### src/rtl/program_loader_pkg.sv
// Shared types and constants for the boot-time instruction-memory loader.
// The checksum helper is the only arithmetic that runs on the stream bytes.
package program_loader_pkg;

    typedef enum logic [2:0] {
        S_COUNT = 3'd0,
        S_HI    = 3'd1,
        S_LO    = 3'd2,
        S_WRITE = 3'd3,
        S_CSUM  = 3'd4,
        S_DONE  = 3'd5,
        S_ERR   = 3'd6
    } state_t;

    localparam int HDR_MAX_WORDS = 255;
    localparam int CSUM_W        = 8;

    function automatic logic [CSUM_W-1:0] csum_add(input logic [CSUM_W-1:0] sum,
                                                   input logic [7:0]        data);
        return sum + data;
    endfunction

    function automatic logic takes_byte(input state_t s);
        case (s)
            S_COUNT, S_HI, S_LO, S_CSUM: return 1'b1;
            default:                     return 1'b0;
        endcase
    endfunction

endpackage

### src/rtl/program_loader.sv
// Loads one COUNT/words/CSUM frame from a byte stream into instruction memory
// and releases the CPU only when the trailing checksum matches.
module program_loader
    import program_loader_pkg::*;
#(
    parameter int AW = 8,
    parameter int DW = 15
) (
    input  logic          clk,
    input  logic          reset,
    input  logic          in_valid,
    input  logic [7:0]    in_data,
    output logic          in_ready,
    output logic          im_we,
    output logic [AW-1:0] im_addr,
    output logic [DW-1:0] im_din,
    output logic          cpu_hold,
    output logic          done,
    output logic          err
);

    localparam int         RW      = $clog2(HDR_MAX_WORDS + 1);
    localparam logic [8:0] MAX_N_C = 9'(1 << AW);

    state_t            state_r;
    state_t            state_nx_s;
    logic [CSUM_W-1:0] sum_r;
    logic [AW:0]       addr_r;
    logic [RW-1:0]     remaining_r;
    logic [6:0]        hi_r;
    logic              accept_s;

    assign accept_s = in_valid && in_ready;

    // Next-state decode; a set address MSB before a write can only mean corruption.
    always_comb begin
        state_nx_s = state_r;
        case (state_r)
            S_COUNT: begin
                if (!accept_s) begin
                    state_nx_s = S_COUNT;
                end else if (in_data == 8'd0) begin
                    state_nx_s = S_CSUM;
                end else if ({1'b0, in_data} > MAX_N_C) begin
                    state_nx_s = S_ERR;
                end else begin
                    state_nx_s = S_HI;
                end
            end
            S_HI: begin
                if (!accept_s) begin
                    state_nx_s = S_HI;
                end else if (in_data[7]) begin
                    state_nx_s = S_ERR;
                end else begin
                    state_nx_s = S_LO;
                end
            end
            S_LO: begin
                if (!accept_s) begin
                    state_nx_s = S_LO;
                end else if (addr_r[AW]) begin
                    state_nx_s = S_ERR;
                end else begin
                    state_nx_s = S_WRITE;
                end
            end
            S_WRITE: begin
                if (remaining_r == RW'(1)) begin
                    state_nx_s = S_CSUM;
                end else begin
                    state_nx_s = S_HI;
                end
            end
            S_CSUM: begin
                if (!accept_s) begin
                    state_nx_s = S_CSUM;
                end else if (in_data == sum_r) begin
                    state_nx_s = S_DONE;
                end else begin
                    state_nx_s = S_ERR;
                end
            end
            S_DONE:  state_nx_s = S_DONE;
            S_ERR:   state_nx_s = S_ERR;
            default: state_nx_s = S_ERR;
        endcase
    end

    // State, datapath and outputs; outputs are registered from the next state.
    always_ff @(posedge clk or posedge reset) begin
        if (reset) begin
            state_r     <= S_COUNT;
            sum_r       <= '0;
            addr_r      <= '0;
            remaining_r <= '0;
            hi_r        <= 7'd0;
            in_ready    <= 1'b1;
            cpu_hold    <= 1'b1;
            im_we       <= 1'b0;
            im_addr     <= '0;
            im_din      <= '0;
            done        <= 1'b0;
            err         <= 1'b0;
        end else begin
            state_r  <= state_nx_s;
            in_ready <= takes_byte(state_nx_s);
            cpu_hold <= (state_nx_s != S_DONE);
            im_we    <= (state_nx_s == S_WRITE);
            done     <= done || (state_nx_s == S_DONE);
            err      <= err || (state_nx_s == S_ERR);
            case (state_r)
                S_COUNT: begin
                    if (accept_s) begin
                        remaining_r <= RW'(in_data);
                        sum_r       <= in_data;
                        addr_r      <= '0;
                    end
                end
                S_HI: begin
                    if (accept_s) begin
                        hi_r  <= in_data[6:0];
                        sum_r <= csum_add(sum_r, in_data);
                    end
                end
                S_LO: begin
                    if (accept_s) begin
                        sum_r   <= csum_add(sum_r, in_data);
                        im_addr <= addr_r[AW-1:0];
                        im_din  <= DW'({hi_r, in_data});
                    end
                end
                S_WRITE: begin
                    addr_r      <= addr_r + (AW+1)'(1);
                    remaining_r <= remaining_r - RW'(1);
                end
                default: begin
                end
            endcase
        end
    end

endmodule

### config.mk
export PLATFORM = sky130hd
export DESIGN_NAME = program_loader
export DESIGN_NICKNAME = d
export VERILOG_FILES = /design/src/rtl/program_loader_pkg.sv /design/src/rtl/program_loader.sv
export SDC_FILE = /design/constraint.sdc
export NUM_CORES = 1
export LEC_CHECK = 0
export BUFFER_PORTS_ARGS = -buffer_cell sky130_fd_sc_hd__clkbuf_2
export CORE_MARGIN = 4
export CORE_UTILIZATION = 57
export DETAILED_ROUTE_END_ITERATION = 6
export GPL_TIMING_DRIVEN = 0
export PLACE_DENSITY = 0.88
export SYNTH_ARGS = -nofsm -noshare
export SYNTH_HDL_FRONTEND = slang
export SYNTH_SLANG_ARGS = --single-unit
export TNS_END_PERCENT = 30
### constraint.sdc
create_clock -name clk -period 3 [get_ports clk]
set_clock_uncertainty 0.15 [all_clocks]
set_input_delay 0.6 -clock clk [delete_from_list [all_inputs] [get_ports clk]]
set_output_delay 0.6 -clock clk [all_outputs]
set_load 0.01 [all_outputs]
==> results of run 1 <==
==> layout by cell type (no fill, tap or decap), drive strengths merged, types with 6 or more instances in the layout <==
cell type / synthesis / layout
ha: 10 / 10
o21ai: 22 / 22
mux2i: 6 / 6
a21oi: 7 / 7
nor2: 16 / 16
dfrtp: 61 / 61
nand3: 14 / 14
clkbuf: 3 / 54
mux2: 31 / 31
nand2: 35 / 35
inv: 11 / 11
buf: 5 / 6
==> layout make-up <==
type                            instances  area, um^2
Buffer                                  8        36.3
Clock buffer                           13         159
Clock inverter                          3        65.1
Fill cell                             370        1590
Inverter                               11        41.3
Multi-Input combinational cell        201        1410
Sequential cell                        63        1580
Tap cell                               70        87.6
Timing Repair Buffer                   39         210
==> worst max path at each step <==
stage	to	slack [ns]	startpoint	depth (start not counted)
final	remaining_r[6]	0.55	in_ready	5
after global routing	remaining_r[6]	0.28	in_ready	5
after CTS	remaining_r[6]	0.65	in_ready	5
after detailed placement	remaining_r[6]	0.48	in_valid	6
after global placement	state_r[0]	0.02	reset	2
after floorplan	addr_r[0]	0.68	reset	1
==> sequential cells by signal, indices dropped and copies added, names as in the netlist <==
name	count
hi_r	7
addr_r	9
in_ready	1
sum_r	8
im_we	1
remaining_r	8
cpu_hold	1
im_din	15
im_addr	8
state_r	3
err	1
done	1
==> through the flow <==
stage                     area (um^2)  cells  util [%]  setup WS (ns)
after floorplan                  3070    283         -          0.684
after global placement           3340    391      64.6         0.0202
after detailed placement         3360    392      65.0          0.485
after CTS                        3590    408      69.4          0.651
after global routing             3590    408      69.4          0.277
final                            3590    408      69.4          0.548
==> cells by family (layout without fill, tap and decap cells) <==
logic type | Yosys count | after routing | share of synthesized area, %
muxes | 37 | 37 | 13.3
and+or+nand+nor | 95 | 95 | 15.3
buffers and inverters | 19 | 74 | 2.53
adders and majority gates | 11 | 11 | 4.73
xor gates and xnor gates | 4 | 4 | 1.14
AOI/OAI and AO/OA | 54 | 54 | 11.4
DFF | 63 | 63 | 51.5
==> report_power, final <==
group / switching (mW) / internal [mW] / total [mW] / leakage (nW)
Combinational: 0.600 / 0.545 / 1.14 / 0.808
Sequential: 0.256 / 1.21 / 1.46 / 0.761
Clock: 0.315 / 0.513 / 0.828 / 0.114
Total: 1.17 / 2.26 / 3.44 / 1.68
==> metal layers <==
| layer | track usage (%) | wire (um) | vias to the layer above |
|---|---|---|---|
| met4 | 9.46 | 229 | 0 |
| met5 | 0 | 0 | - |
| met1 | 29.0 | 2770 | 1147 |
| met2 | 35.7 | 3180 | 111 |
| met3 | 5.88 | 499 | 25 |
| li1 | - | - | 1121 |
==> critical path, stage by stage (launching register included) <==
cell and delay [ns]:
dfstp_2 0.53, nand2_1 0.15, nor4_1 0.81, nor2_1 0.32, a21oi_1 0.23, o221a_2 0.21
==> summary.md, run 1 <==
| Metric | Value |
|---|---|
| Status | complete, no violations |
| Worst EP required | 3.13 ns |
| Critical path data arrival time | around 2.6 ns |
| Antenna viol nets, final | 0 |
| Diode count | 0 |
| GRT Resource Usage Total | approximately 22% |
| R2r endpoint | remaining_r[6] |
| Setup_tns | 0 ns |
| Final hold vios | 0 |
| CTS root buf | clkbuf_8 |
| DRC | 0 |
| CTS H-tree lvls | 3 |
| Largest cells by area after synthesis | dfrtp_1 50%, mux2_2 11%, nand2_1 4.2%, ha_1 4.1%, o21ai_0 3.6% |
| Worst-Margin Slew | about 1 ns |
| Clock sinks | 63 |
| Nets | 355 |
| Yosys reg bits | 63 |
| Fin. max-slew vios | 0 |
| Worst Setup End Kind | register |
| Ports | 39 |
| # rows | 26 |
| Fmax | between 400 and 500 MHz |
| Initial detailed-routing violation count | 198 |
| Post-synth EDFFs | 0 |
| Min Tclk post-route | ~2.5 ns |
| Hold slack | 0.130 ns |
| Clock Latency Late Sink | approximately 0.34 ns |
| Hold WC Path Type | in2async |
| Syn_nets | 305 |
| CTS Buffer Depth | 2 |
| Leak | ~1.7 nW |
| R2R Setup Slk | 0.55 ns |
| Vias in the first global route | 2304 |
| Number of buffers created by CTS | 9 |
| Post-synth top area share | between 40% and 50% |
| Post-CTS Setup Inserts | 0 |
| Via density per instance | 5.89 |
| Most common cell in the netlist | dfrtp_1 |
| Largest area contributor in the netlist | dfrtp_1 |
| Post-synthesis sequential area ratio | 51.5% |
| CTS resizes | 0 |
| Final HPWL DP | about 4600 um |
| TritonCTS clock tree | done |
| Top fanout value on the critical path | 7 |
| Kind of critical path | reg2reg |
| Initial antenna violation count | 0 |
| Mapped Cells | 283 |
| Top cells by count, synth | 61 x dfrtp_1, 34 x nand2_1, 31 x mux2_2 |
| Die Wd | just over 80 um |
| Total grt overflow | 0 |
| Core area | 5170 um^2 |
| Post-Syn Area | 3070 um^2 |
| Synth Warn # | 0 |
| FF-to-FF Start | in_ready |
| Synth-to-layout area growth | 17.0% |
| RD Place Congestion | ~1 |
| Initial Util | between 50% and 60% |
| Reg clk slew, reported paths | approximately 0.07 ns |
| Setup violations, final | 0 |
| First-pass GRT wire length | between 10000 and 15000 um |
| DRT Wirelength | 6680 um |
| DIE HEIGHT | 81.3 um |
| DR WL/cell | 16.4 um |
| Cts hold-fix bufs | 0 |
| Die footprint | 6620 um^2 |
| Post-synth top flop | dfrtp_1 |
| Initial DRT Pass Iterations | 4 |
| Vias post-DR | 2404 |
| Power after layout | 3.44 mW |
| P per Cell Area | between 900 and 1000 nW/um^2 |
| RSZ-0062 raised after global routing | false |
| Peak VDD IR | 0.000495 V |
| Reg2Reg Depth | 5 |
| Share of post-route cells with drive strength above 1 | 29.0% |
| Worst slew margin | a little under a third |
| FFs w/ async S/R, synth | 100% |
| Startpoint types | register |
| Syn Area/Cell | 10.8 um^2 |
| Number of port buffers | 38 |
| Fin crit share | a little over 80% |
| Largest net degree at the start of global routing | 40 |
| Max Cap Viol | 0 |
| Yosys cell types | 49 |
(Power assumes the default switching activity.)
==> run 2, diff against run 1 <==
==> constraint.sdc (replaced) <==
create_clock -name clk -period 2.4 [get_ports clk]
set_clock_uncertainty 0.15 [all_clocks]
set_input_delay 0.48 -clock clk [delete_from_list [all_inputs] [get_ports clk]]
set_output_delay 0.48 -clock clk [all_outputs]
set_load 0.01 [all_outputs]
==> run 2 against run 1 <==
- setup slack worse by 0.38 ns
- clock power grew 26%
- global-route usage unchanged
- critical endpoint is now im_din[8]
- cell area rose by 0.31%
- via count is 0.75% higher
- critical path depth unchanged
==> summary.md, run 2 (synthesis gave the netlist of run 1 again) <==
| Metric | Value |
|---|---|
| Post-CTS Setup Inserts | 0 (unchanged) |
| Final HPWL DP | 4580 um (unchanged) |
| DR WL/cell | 16.6 um (+1.1%) |
| Die Wd | 81.3 um (unchanged) |
| Number of buffers created by CTS | 9 (unchanged) |
| Kind of critical path | reg2reg |
| Leak | 1.68 nW (about the same) |
| Final Core Density | 69.6% (+0.22 points) |
| Final hold vios | 0 (unchanged) |
| Grt met1 use | 29.0% (unchanged) |
| Diode count | 0 (unchanged) |
| Worst slew margin | 44.6% (+13 points) |
| CTS resizes | 0 (unchanged) |
| Final WS setup | 0.164 ns (-0.384 ns) |
| Regs by FF count | im_din: 15 flops, addr_r: 9 flops |
| Critical-path top delay cell | dfstp_2 |
| Largest net degree at the start of global routing | 40 (unchanged) |
| Reg clk slew, reported paths | 0.07 ns (about the same) |
| Initial detailed-routing violation count | 215 (+8.6%) |
| Setup_tns | 0 ns (unchanged) |
| DIE HEIGHT | 81.3 um (unchanged) |
| Initial DRT Pass Iterations | 5 (+1) |
| Top reg by flops | im_din |
| Vias post-DR | 2422 (+0.75%) |
| Die footprint | 6620 um^2 (unchanged) |
| Worst Setup End Kind | register |
| RD Place Congestion | 0.983 (unchanged) |
| Clock Latency Late Sink | 0.35 ns (about the same) |
| Most common cell after layout, fill and taps aside | dfrtp_1 |
| Number of port buffers | 38 (unchanged) |
| Via density per instance | 5.94 (+0.75%) |
| Delay of the slowest critical-path stage | 0.53 ns (-0.28 ns) |
| First-pass GRT wire length | 11100 um (unchanged) |
| Most frequent cells in the layout | 61 x dfrtp_1, 38 x clkbuf_2, 34 x nand2_1 |
| DRC | 0 (unchanged) |
| Worst Path Buf+Inv | 1 (+1) |
| GRT Resource Usage Total | 22.5% (unchanged) |
| Met3 usage | 5.88% (unchanged) |
| Status | complete, no violations |
| Cts hold-fix bufs | 0 (unchanged) |
| CTS H-tree lvls | 3 (unchanged) |
| Initial antenna violation count | 0 (unchanged) |
| CP delay by family, top | simple AND/OR/NAND/NOR gates |
| Nets | 355 (unchanged) |
| Startpoint types | register |
| Clock sinks | 63 (unchanged) |
| Core area | 5170 um^2 (unchanged) |
| Worst-Margin Slew | 0.826 ns (-0.195 ns) |
| Antenna viol nets, final | 0 (unchanged) |
| CP Cell Sequence | nand2_1 -> nor3_2 -> nand2_1 -> clkbuf_1 -> mux2_2 |
| Worst path most repeated cell | nand2_1 |
| DRT Wirelength | 6750 um (+1.1%) |
| P per Cell Area | 1200 nW/um^2 (+25%) |
| Fmax | 447 MHz (+9.7%) |
| Fin crit share | 93.2% (+11 points) |
| Critical path data arrival time | 2.31 ns (-0.27 ns) |
| Min Tclk post-route | 2.24 ns (-0.216 ns) |
| RSZ-0062 raised after global routing | false |
| Grt met2 use | 35.7% (unchanged) |
| Vias in the first global route | 2304 (unchanged) |
| Setup violations, final | 0 (unchanged) |
| TritonCTS clock tree | done |
| Top fanout value on the critical path | 10 (+3) |
| GR peak layer | met2 |
| Place WS | 0.00469 ns (-0.480 ns) |
| Peak VDD IR | 0.000618 V (+25%) |
| Worst EP required | 2.48 ns (-0.65 ns) |
| # rows | 26 (unchanged) |
| Ports | 39 (unchanged) |
| Max reg flops | 15 (unchanged) |
| CTS Buffer Depth | 2 (unchanged) |
| Power after layout | 4.31 mW (+25%) |
| Fin. max-slew vios | 0 (unchanged) |
| Max Cap Viol | 0 (unchanged) |
| Initial Util | 59.3% (unchanged) |
| Share of post-route cells with drive strength above 1 | 29.6% (+0.59 points) |
| Synth-to-layout area growth | 17.4% |
| Total grt overflow | 0 (unchanged) |
| Hold WC Path Type | in2async |
| CTS root buf | clkbuf_8 |
## run 2: routing by layer
| metal | wire [um] | up-vias |
|---|---|---|
| met1 | 2860 | 1178 |
| met3 | 407 | 27 |
| li1 | - | 1122 |
| met5 | 0 | - |
| met2 | 3230 | 95 |
| met4 | 251 | 0 |
## run 2: final timing paths
check | depth (start not counted) | end | slack (ns) | from
setup / recovery | 5 | im_din[8] | 0.16 | in_ready
hold / removal | 2 | addr_r[4] | 0.004 | reset
setup reg to reg | 5 | im_din[8] | 0.16 | in_ready
hold reg to reg | 1 | err | 0.30 | err
max in group asynchronous | 3 | in_ready | 1.45 | reset
min in group clk | 1 | err | 0.30 | err
## run 2: layout make-up
class,instances,area [um^2]
well taps,70,87.6
flip-flops and latches,63,1580
clock buffers,13,159
clock inverters,3,65.1
inverters,11,41.3
fillers,369,1570
plain buffers,8,36.3
repair buffers,39,210
multi-input cells,201,1420
## run 2: metrics by stage
| step | std cells | area [um^2] | hold WS [ns] |
|---|---|---|---|
| floorplan | 283 | 3070 | 0.304 |
| global placement | 391 | 3340 | 0.292 |
| detailed placement | 392 | 3360 | 0.293 |
| CTS | 408 | 3590 | 0.0121 |
| global route | 408 | 3600 | 0.0497 |
| finish | 408 | 3600 | 0.00395 |
## run 2: power breakdown
part	internal, mW	switching [mW]
combinational	0.681	0.754
clock	0.641	0.402
sequential	1.51	0.323
total	2.83	1.48
## run 2: worst reg2reg max path, delay by kind of cell, from the launching register on
family	cells	cell delay (ns)
simple gates	3	0.70
mux	1	0.36
buf+inv	1	0.37
flops	1	0.53
